### config.mk
export PLATFORM = sky130hd
export DESIGN_NAME = uart_rx_core
export DESIGN_NICKNAME = d
export VERILOG_FILES = /design/src/rtl/uart_rx_core.sv
export SDC_FILE = /design/constraint.sdc
export NUM_CORES = 1
export LEC_CHECK = 0
export ABC_CLOCK_PERIOD_IN_PS = 1800
export CAP_MARGIN = 5
export CORE_MARGIN = 2
export CORE_UTILIZATION = 51
export DETAILED_ROUTE_END_ITERATION = 10
export PLACE_DENSITY_LB_ADDON = 0.12
export SYNTH_ARGS = -nofsm -noshare
export SYNTH_HDL_FRONTEND = slang
export SYNTH_SLANG_ARGS = --single-unit
### constraint.sdc
create_clock -name clk -period 1.8 [get_ports clk]
set_input_delay 0.18 -clock clk [delete_from_list [all_inputs] [get_ports clk]]
set_output_delay 0.18 -clock clk [all_outputs]
set_load 0.01 [all_outputs]
### src/rtl/uart_rx_core.sv
// UART 8N1 receiver: synchronises rx_pin, rebuilds LSB-first bytes, flags framing errors/overruns.
// Latency: data_ready rises 2 + CLKS_PER_BIT/2 + 9*CLKS_PER_BIT clk after the start edge (+/-1).
// Backpressure: none on the line; an unacked byte is overwritten by the next one and overrun pulses.
module uart_rx_core #(
  parameter int CLKS_PER_BIT = 234
) (
  input  logic       clk,
  input  logic       rst_n,
  input  logic       rx_pin,
  output logic [7:0] data,
  output logic       data_ready,
  input  logic       data_ack,
  output logic       frame_err,
  output logic       overrun,
  output logic       busy
);

  localparam int CNT_W = $clog2(CLKS_PER_BIT);
  // Last count of a full bit period, and of the half period that lands on mid start bit.
  localparam logic [CNT_W-1:0] CNT_LAST = CNT_W'(CLKS_PER_BIT - 1);
  localparam logic [CNT_W-1:0] CNT_MID  = CNT_W'(CLKS_PER_BIT / 2 - 1);

  typedef enum logic [2:0] {
    S_IDLE  = 3'd0,
    S_START = 3'd1,
    S_DATA  = 3'd2,
    S_STOP  = 3'd3,
    S_BREAK = 3'd4
  } state_t;

  state_t           state;
  state_t           state_nxt;
  logic             rx_meta;
  logic             rx_s;
  logic [CNT_W-1:0] cnt;
  logic [2:0]       bit_idx;
  logic [7:0]       shift;

  // Decoded sample points, produced by the output process.
  logic cnt_run;
  logic cnt_wrap;
  logic bit_tick;
  logic stop_good;
  logic stop_bad;

  // Two-flop synchroniser; resets to the idle (high) line level so reset never looks like a start bit.
  always_ff @(posedge clk or negedge rst_n) begin
    if (!rst_n) begin
      rx_meta <= 1'b1;
      rx_s    <= 1'b1;
    end else begin
      rx_meta <= rx_pin;
      rx_s    <= rx_meta;
    end
  end

  // State register; reset aborts any frame in progress immediately.
  always_ff @(posedge clk or negedge rst_n) begin
    if (!rst_n) begin
      state <= S_IDLE;
    end else begin
      state <= state_nxt;
    end
  end

  // Next-state logic: frame sequencing from the synchronised line only.
  always_comb begin
    state_nxt = state;
    case (state)
      S_IDLE: begin
        if (!rx_s) state_nxt = S_START;
      end
      S_START: begin
        // A high line at mid start bit was a glitch, not a frame.
        if (cnt == CNT_MID) state_nxt = rx_s ? S_IDLE : S_DATA;
      end
      S_DATA: begin
        if ((cnt == CNT_LAST) && (bit_idx == 3'd7)) state_nxt = S_STOP;
      end
      S_STOP: begin
        // Leaving at mid stop bit gives half a bit of slack to catch a back-to-back start edge.
        if (cnt == CNT_LAST) state_nxt = rx_s ? S_IDLE : S_BREAK;
      end
      S_BREAK: begin
        if (rx_s) state_nxt = S_IDLE;
      end
      default: state_nxt = S_IDLE;
    endcase
  end

  // Output decode: busy flag and the per-state sample strobes used by the datapath.
  always_comb begin
    busy      = (state != S_IDLE);
    cnt_run   = (state == S_START) || (state == S_DATA) || (state == S_STOP);
    cnt_wrap  = ((state == S_START) && (cnt == CNT_MID)) ||
                (((state == S_DATA) || (state == S_STOP)) && (cnt == CNT_LAST));
    bit_tick  = (state == S_DATA) && (cnt == CNT_LAST);
    stop_good = (state == S_STOP) && (cnt == CNT_LAST) && rx_s;
    stop_bad  = (state == S_STOP) && (cnt == CNT_LAST) && !rx_s;
  end

  // Bit-period counter: runs in timed states, restarts at each sample point, idles at zero.
  always_ff @(posedge clk or negedge rst_n) begin
    if (!rst_n) begin
      cnt <= '0;
    end else if (cnt_run && !cnt_wrap) begin
      cnt <= cnt + CNT_W'(1);
    end else begin
      cnt <= '0;
    end
  end

  // Data bit index and shift register, filled LSB first at the middle of each data bit.
  always_ff @(posedge clk or negedge rst_n) begin
    if (!rst_n) begin
      bit_idx <= 3'd0;
      shift   <= 8'h00;
    end else if (state != S_DATA) begin
      bit_idx <= 3'd0;
    end else if (bit_tick) begin
      shift[bit_idx] <= rx_s;
      bit_idx        <= bit_idx + 3'd1;
    end
  end

  // Output byte and ready/ack handshake; a completing byte takes priority over a same-cycle ack.
  always_ff @(posedge clk or negedge rst_n) begin
    if (!rst_n) begin
      data       <= 8'h00;
      data_ready <= 1'b0;
    end else if (stop_good) begin
      data       <= shift;
      data_ready <= 1'b1;
    end else if (data_ack) begin
      data_ready <= 1'b0;
    end
  end

  // Single-cycle error pulses; an ack in the completing cycle means the old byte was consumed.
  always_ff @(posedge clk or negedge rst_n) begin
    if (!rst_n) begin
      frame_err <= 1'b0;
      overrun   <= 1'b0;
    end else begin
      frame_err <= stop_bad;
      overrun   <= stop_good && data_ready && !data_ack;
    end
  end

endmodule

==> results.md <==
- Worst-Skew Late Latency: between 300 and 400 ps
- CTS tree: done
- Net Sw Power: about 270 uW
- Die H: ~62 um
- Mapped cell area: 1740 um2
- Placer Congestion: 0.779
- Worst-Margin Slew: around 460 ps
- Yosys warns: 0
- RSZ-0062 raised after global routing: false
- Area of the multi-input gates: 782 um2
- Congestion Overflow GR: 0
- Placed insts: 200
- Synth Register Bits: 35
- Final worst-path cycle share: approximately 94%
- Most common cell after layout, fill and taps aside: dfrtp_1
- Area grow syn2layout: 15.0%
- Initial Utilization: between 50% and 60%
- Max_slew headroom: a little under 70%
- Nets: between 150 and 200
- Synthesized area per cell: about 12 um2
- Synth Net Count: 152
- Global Route Usage Sum: between 10% and 20%
- R2R depth: 5
- Initial antenna violation count: 0
- Worst Setup Start Kind: flip-flop
- TNS Setup: 0 ps
- F_max: ~600 MHz
- Final Hold Fails: 0
- DR DRC count: 0
- Worst path arrival time: 1920 ps
- Largest vdd supply drop: around 0.42 mV
- Post-route cell area: 2000 um2
- Drt total wl: between 3 and 4 mm
- Fillers: around 280
- H-tree depth: 2
- DR WL/cell: approximately 15 um
- Logic pwr share: between 2 and 2.5%
- Vias in the first global route: roughly 1.2k
- Clock share of power: a little under a third
- Ant. Diodes: 0
- Core Box Area: between 3000 and 4000 um2
- Tmin final: about 1700 ps
- Final non-filler cell total: between 200 and 250
- FF+latch area: ~880 um2
- DPL Wire Length: ~2.2 mm
- MaxCap Viol Count: 0
- Sink Count: 35
- Switching share of power: approximately 22%
- Rows: 21
- Setup slack, reg-to-reg: approximately 110 ps
- Pleak: about 0.86 nW
- Die X-Extent: about 62 um
- Post-synth EDFFs: 0
- Reg-to-reg endpoint: data[2]
- Synth cell types: 43
- Total I/O pin count: 16
- Async S/R FF share, synth: 100%
- Total power draw: between 1 and 1.5 mW
- 1st-pass router iterations: 4
- Via density per instance: about 5.7
- Slew Limit Fails: 0
- Clock buffer count from CTS: 5
- Critical path capture point type: flip-flop
- Worst flop-to-flop path startpoint: cnt[1]
- Clock skew: 5.67 ps
- Post-DRT Antenna Nets: 0
- # port buffers: 15
- Worst Hold Class: in -> async
- Worst EP required: 2030 ps
- Seq pwr share: between 60% and 70%
- Critical path type: reg -> reg
- Pwr/cell area: approximately 600 nW/um2
- Layout cells sized above 1: around 24%
- Die area: 3890 um2
- WHS: 240 ps
- Post-DP Area: approximately 1900 um2
- Largest fanout on the critical path: 9
- Internal: around 940 uW
- First-pass GRT wire length: 5.83 mm
- Via count: about 1.2k
- Largest net degree at the start of global routing: 36
- Root Driver: clkbuf_4
- Status: finished, final reports clean
- # setup viols final: 0
- Primary FF master, synth: dfrtp_1
- Most frequent cells in the layout: dfrtp_1, clkdlybuf4s50_1, buf_4
- Max clock buf depth: 2
- Reg clk slew, reported paths: about 100 ps
- Mapped Cells: roughly 140
- Proportion of synthesized chip area in sequential cells: between 50% and 60%
- Detailed Route Iter0 Violations: 80
==> critical path: stages (launching register included) <==
cell and delay, ps:
dfrtp_1 420, inv_1 80, ha_1 200, and4b_1 230
and4_4 350, mux2_4 320
==> synthesized netlist by cell type (4+ instances only) <==
cell / count / area (um2)
dfrtp_1: 33 / 826
ha_1: 5 / 62.6
inv_1: 4 / 15.0
mux2_2: 8 / 90.1
mux2_4: 8 / 120
nand2_1: 4 / 15.0
nand3_1: 6 / 30.0
nand4_1: 5 / 31.3
nand4b_1: 6 / 52.6
nor2_1: 7 / 26.3
nor3_1: 4 / 20.0
o21ai_0: 5 / 25.0
or3_1: 4 / 25.0
==> stage by stage <==
step                      util [%]  setup slack (ps)
after CTS                     60.1              11.6
after global routing          60.4              4.92
final                         60.4               109
after floorplan                  -              70.8
after detailed placement      58.0              92.2
after global placement        58.0               148
==> worst max-delay path by stage <==
stage,from,end,slack (ps),cells after the start
2_1_floorplan,cnt[1],data[0],70,7
3_3_place_gp,cnt[1],data[7],150,5
3_5_place_dp,cnt[1],data[7],90,5
4_1_cts,state[0],busy,10,2
5_1_grt,cnt[1],data[2],5,5
6_report,cnt[1],data[2],110,5
==> registers in the layout, summed over array words and instances, names as in the netlist <==
signal      flops
overrun         1
data_ready      1
rx_meta         1
data            8
shift           8
rx_s            1
frame_err       1
bit_idx         3
cnt             8
state           3
==> layout make-up <==
| class | instances | share of cell area (%) |
|---|---|---|
| clock buffers | 6 | 2.07 |
| inverters | 4 | 0.751 |
| multi-input cells | 95 | 39.1 |
| flip-flops and latches | 35 | 44.1 |
| well taps | 46 | 2.88 |
| repair buffers | 24 | 11.0 |
==> layer usage <==
layer | GRT usage, % | share of wire (%) | vias up
met5 | 0 | 0 | -
met4 | 9.44 | 2.5 | 0
met3 | 4.50 | 3.6 | 9
met2 | 31.5 | 48 | 24
met1 | 23.7 | 46 | 589
li1 | - | - | 578
==> power groups by stage <==
stage               clock network (mW)  logic [mW]  registers (mW)
finish                           0.382      0.0255           0.794
global route                     0.419      0.0298           0.796
CTS                              0.388      0.0265           0.795
detailed placement                   0      0.0265           0.810
global placement                     0      0.0253           0.810
floorplan                            0     0.00483           0.806
==> what timing repair did <==
action / 4_1_cts / 5_1_grt
pin swaps: 0 / 1
endpoints found under the hold margin: 0 / 0
hold buffers: 0 / 0
gates resized for setup: 3 / 1
buffers inserted: 3 / 1
endpoints found under the setup margin: 1 / 8
==> logic make-up (layout without fill, tap and decap cells) <==
logic type               after synthesis  count (layout)  synth area share [%]
AO/OA/AOI/OAI                         18              18                  8.06
XOR/XNOR                               3               3                  1.51
adder cells (fa/ha/maj)                5               5                  3.60
buffers and inverters                 13              34                  4.46
flip-flops                            35              35                  50.5
multiplexers                          16              16                  12.1
AND/OR/NAND/NOR                       53              53                  19.7
Power figures use the tool's default switching activity.
==> patch 1, RTL diff (same flow settings) <==
Set the parameter `CLKS_PER_BIT` to 117 (it was 234).
--- a/src/rtl/uart_rx_core.sv
+++ b/src/rtl/uart_rx_core.sv
@@ -2,7 +2,7 @@
 // Latency: data_ready rises 2 + CLKS_PER_BIT/2 + 9*CLKS_PER_BIT clk after the start edge (+/-1).
 // Backpressure: none on the line; an unacked byte is overwritten by the next one and overrun pulses.
 module uart_rx_core #(
-  parameter int CLKS_PER_BIT = 234
+  parameter int CLKS_PER_BIT = 117
 ) (
   input  logic       clk,
   input  logic       rst_n,
Formal check against the unedited RTL: same outputs for any inputs over 10 cycles, from zero or initial values and one cycle with rst_n low; that may be too few to reach the edited logic, so the function may still have changed.
==> patch 1 against the unedited design <==
First-iteration DRC count down 56%; highest routed layer unchanged; count of clock-buffer cells in the layout up 1; setup slack better by 0.038 ns; wire length down 2.7%; clock power up 16%; power up 3.0%; largest power group unchanged; cell count up 0.95%; hold slack worse by 0.0085 ns; combinational power up 12%; sequential cell count down 1; cell area down 0.63%; synthesized cell count down 2.8%; area after synthesis down 5.9%; largest cell class unchanged.
==> patch 1: results (changes against the unedited design) <==
Area after DPL 1900 µm² (was 1920 µm²); outcome complete, no violations (unchanged); Top Registers data (8), shift (8), cnt (7) (was cnt (8), data (8), shift (8)); Global Route met3 Usage 7.04% (was 4.50%); post-place setup slack 0.127 ns (was 0.0922 ns); wl on met1 1400 µm (was 1460 µm); largest net degree at the start of global routing 35 (was 36); syn nets 148 (was 152); R2R setup slack 0.15 ns (was 0.11 ns); met1 Use GR 24.0% (was 23.7%); met2 WL 1530 µm (was 1550 µm); Post-Synth Adder-Cell Area 3.83% (was 3.60%); wire length on met3 124 µm (was 116 µm); worst hold margin 0.231 ns (was 0.240 ns); final WL 3120 µm (was 3200 µm); DP HPWL 2080 µm (was 2170 µm); CP Max Fanout 10 (was 9); first-pass GRT wire length 5250 µm (was 5830 µm); most frequent cells after synthesis dfrtp_1 (32), mux2_2 (16), nand4_1 (9), a21oi_1 (8) (was dfrtp_1 (33), mux2_2 (8), mux2_4 (8), nor2_1 (7)); Compound-Gate Fraction of Synth Area 8.19% (was 8.06%); Tightest Hold Check Type input port to register (was input port to asynchronous set/reset pin); portion of netlist area occupied by mux cells 11.0% (was 12.1%); Fin Clk Skew 0.00984 ns (was 0.00567 ns); headroom to the max-slew limit 70.4% (was 68.7%); via count 1181 (was 1200); VDD IR max 0.471 mV (was 0.417 mV); GR Util met2 32.6% (was 31.5%); vias in the first global route 1145 (was 1247); critical path arrival 1.89 ns (was 1.92 ns); GRT Util Overall 19.9% (was 19.1%); Yosys cell types 40 (was 43); fin nets 176 (was 174); GP Congestion 0.826 (was 0.779)
[patch 1: cell count changes after synthesis, sizes merged, moves of 3 or more]
| cell | change |
|---|---|
| a211oi | -3 |
| a21oi | +5 |
| nand4 | +4 |
| nand4b | -4 |
| nor2 | -5 |
| nor3b | +3 |
[patch 1: critical path: stages, from the launching register on]
cell,delay (ns)
dfrtp_1,0.41
inv_1,0.08
ha_1,0.21
nand4b_4,0.13
nor3_4,0.23
buf_12,0.16
mux2_2,0.34
[patch 1: path summary, 6_finish.rpt]
check | to | cells after the start
setup / recovery | data[5] | 6
hold / removal | rx_meta | 1
setup reg to reg | data[5] | 6
hold reg to reg | rx_s | 0
max in group asynchronous | rx_s | 2
min in group asynchronous | state[1] | 2
[patch 1: final cells by class]
cell class,instances,area [µm²]
inverter,5,18.8
timing repair buffer,28,263
multi-input combinational,93,732
clock buffer,7,55.1
tap,44,55.1
fill,271,1070
clock inverter,1,5.00
sequential,34,857
[patch 1: through the flow]
stage,instances,setup TNS [ns],power (mW)
after global placement,201,0,0.813
final,212,0,1.24
after floorplan,139,0,0.787
after global routing,212,-0.00881,1.28
after CTS,212,0,1.26
after detailed placement,201,0,0.813
[patch 1: cell families (layout without fill, tap and decap cells)]
group,after synthesis,count (layout)
AOI/OAI and AO/OA,22,22
adders and majority gates,5,5
xor gates and xnor gates,3,3
DFF,34,34
muxes,16,16
and+or+nand+nor,47,47
buffers and inverters,12,41
[patch 1: report_power, final]
| part | internal, mW | leakage (nW) | total (mW) | switching, mW |
|---|---|---|---|---|
| combinational | 0.00903 | 0.403 | 0.0285 | 0.0195 |
| clock | 0.189 | 0.0353 | 0.442 | 0.253 |
| sequential | 0.767 | 0.450 | 0.768 | 0.00102 |
==> patch 2, RTL diff (same settings) <==
Without the edit above. The 5 states of `state_t` get a one-hot encoding in 5 bits.
--- a/src/rtl/uart_rx_core.sv
+++ b/src/rtl/uart_rx_core.sv
@@ -20,12 +20,12 @@
   localparam logic [CNT_W-1:0] CNT_LAST = CNT_W'(CLKS_PER_BIT - 1);
   localparam logic [CNT_W-1:0] CNT_MID  = CNT_W'(CLKS_PER_BIT / 2 - 1);
 
-  typedef enum logic [2:0] {
-    S_IDLE  = 3'd0,
-    S_START = 3'd1,
-    S_DATA  = 3'd2,
-    S_STOP  = 3'd3,
-    S_BREAK = 3'd4
+  typedef enum logic [4:0] {
+    S_IDLE  = 5'b00001,
+    S_START = 5'b00010,
+    S_DATA  = 5'b00100,
+    S_STOP  = 5'b01000,
+    S_BREAK = 5'b10000
   } state_t;
 
   state_t           state;
Formal check against the unedited RTL: same outputs for any inputs over 10 cycles, from zero or initial values and one cycle with rst_n low; not proved beyond that.
==> patch 2 against the unedited design <==
Sequential cell count grew 2; setup slack worse by 0.076 ns; area after synthesis is 2.2% higher; wire length up 19%; fmax down 4.3%; die area increased by 2.1%; cell area up 17%; highest routed layer unchanged.
Power is not compared: it rests on default switching activity, and its combinational part moved more than twofold at a synthesized area within 25%.
==> patch 2: results (changes against the unedited design) <==
leakage just over 1 nW; Worst Reg-to-Reg Cells 6 (was 5); ys async rst share 100% (unchanged); worst-margin pin slew 0.466 ns (was 0.464 ns); Register Area 930 µm² (was 882 µm²); crit share post-route 98.2% (was 94.0%); comb_multi_in 105 (was 95); non-clk buf share 12.6% (was 11.0%); fin nets 199 (was 174); placed cells 224 (was 200); final WL 3800 µm (was 3200 µm); yosys warns 0 (unchanged); critical path arrival 2.01 ns (was 1.92 ns); wl on met1 1720 µm (was 1460 µm); critical path endpoint data[6] (was data[2]); syn nets 159 (was 152); Synth-to-Final Area Change 31.8% (was 15.0%); 1st-iter DRT viols 66 (was 80); inverters 6 (was 4); Fin Clk Skew 0.0201 ns (was 0.00567 ns); DP HPWL 2330 µm (was 2170 µm); Area after DPL 2080 µm² (was 1920 µm²); sequential cell count 37 (was 35); CP Max Fanout 8 (was 9); Repair and plain buffers 35 (was 24); post-place setup slack -0.0332 ns (was 0.0922 ns); R2R setup slack 0.03 ns (was 0.11 ns); worst skew pair latency 0.36 ns (was 0.34 ns); CTS buffer count 5 (unchanged); Top Registers cnt (8), data (8), shift (8) (unchanged); sequential share of the synthesized area 52.3% (was 50.5%); fillcell total 249 (was 284); wire length on met3 161 µm (was 116 µm); GR Util met2 29.9% (was 31.5%); GRT Util Overall 19.3% (was 19.1%); Mapped Area 1780 µm² (was 1740 µm²); initial antenna violation count 0 (unchanged); outcome complete, no violations (unchanged); clock network area share 3.79% (was 2.07%); met1 Use GR 25.3% (was 23.7%); most frequent cells after synthesis dfrtp_1 (34), nor2_1 (17), mux2_2 (8), mux2_4 (8), nand2_1 (7) (was dfrtp_1 (33), mux2_2 (8), mux2_4 (8), nor2_1 (7)); CTS clk-pin slew, worst paths 0.13 ns (was 0.10 ns); multi-input combinational area share 40.5% (was 39.1%); Avg Vias per Cell 5.53 (was 5.71); syn avg cell area 11.8 µm² (was 12.2 µm²); synth top area cells dfrtp_1 (48%), mux2_4 (6.8%), mux2_2 (5.1%) (was dfrtp_1 (48%), mux2_4 (6.9%), mux2_2 (5.2%)); met2 WL 1870 µm (was 1550 µm); GP Congestion 0.826 (was 0.779); first-pass GRT wire length 5940 µm (was 5830 µm); largest net degree at the start of global routing 38 (was 36); vias in the first global route 1298 (was 1247); Post-Layout Cell Count 237 (was 210); layout cells sized above 1 40.3% (was 24.4%)
[patch 2: cell count changes in the layout (fill, tap and decap cells not counted), sizes merged, moves of 3 or more]
cell,before,now
nand2,4,7
xnor2,1,5
a211oi,3,0
buf,9,20
and2,0,3
or3,4,0
o21ai,5,2
nor2,7,17
nor4,2,5
nand4b,6,0
[patch 2: how the worst min path moves through the flow]
stage                  from          to  slack, ns  depth (start not counted)
floorplan             rst_n  bit_idx[0]      -0.12                          0
global placement    rx_meta        rx_s       0.35                          0
detailed placement  rx_meta        rx_s       0.35                          0
CTS                  rx_pin     rx_meta       0.22                          1
global route         rx_pin     rx_meta       0.22                          1
finish                rst_n  data_ready       0.22                          2
[patch 2: power groups by stage]
stage	Clock (mW)	Sequential, mW	Combinational (mW)
after detailed placement	0	0.944	0.531
final	0.633	0.945	0.656
after floorplan	0	0.969	0.285
after global placement	0	0.941	0.520
after global routing	0.681	0.952	0.713
after CTS	0.634	0.927	0.548
[patch 2: timing repair]
action,CTS,global route
setup endpoints to repair,7,22
pin swaps,0,5
resized for setup,6,22
cloned,0,1
buffers inserted,0,4
[patch 2: cells by family after synthesis]
logic type	count (synthesis)	share of synthesized area, %
adders and majority gates	5	3.52
xor gates and xnor gates	7	3.45
DFF	37	52.3
muxes	18	13.0
buffers and inverters	9	2.75
and+or+nand+nor	61	19.8
AOI/OAI and AO/OA	13	5.21
[patch 2: critical path: cells and delay by family, from the launching register on]
family                   cells  cell delay [ns]
AND/OR/NAND/NOR              3             0.73
flip-flops                   1             0.41
multiplexers                 1             0.32
adder cells (fa/ha/maj)      1             0.11
buffers and inverters        1             0.08
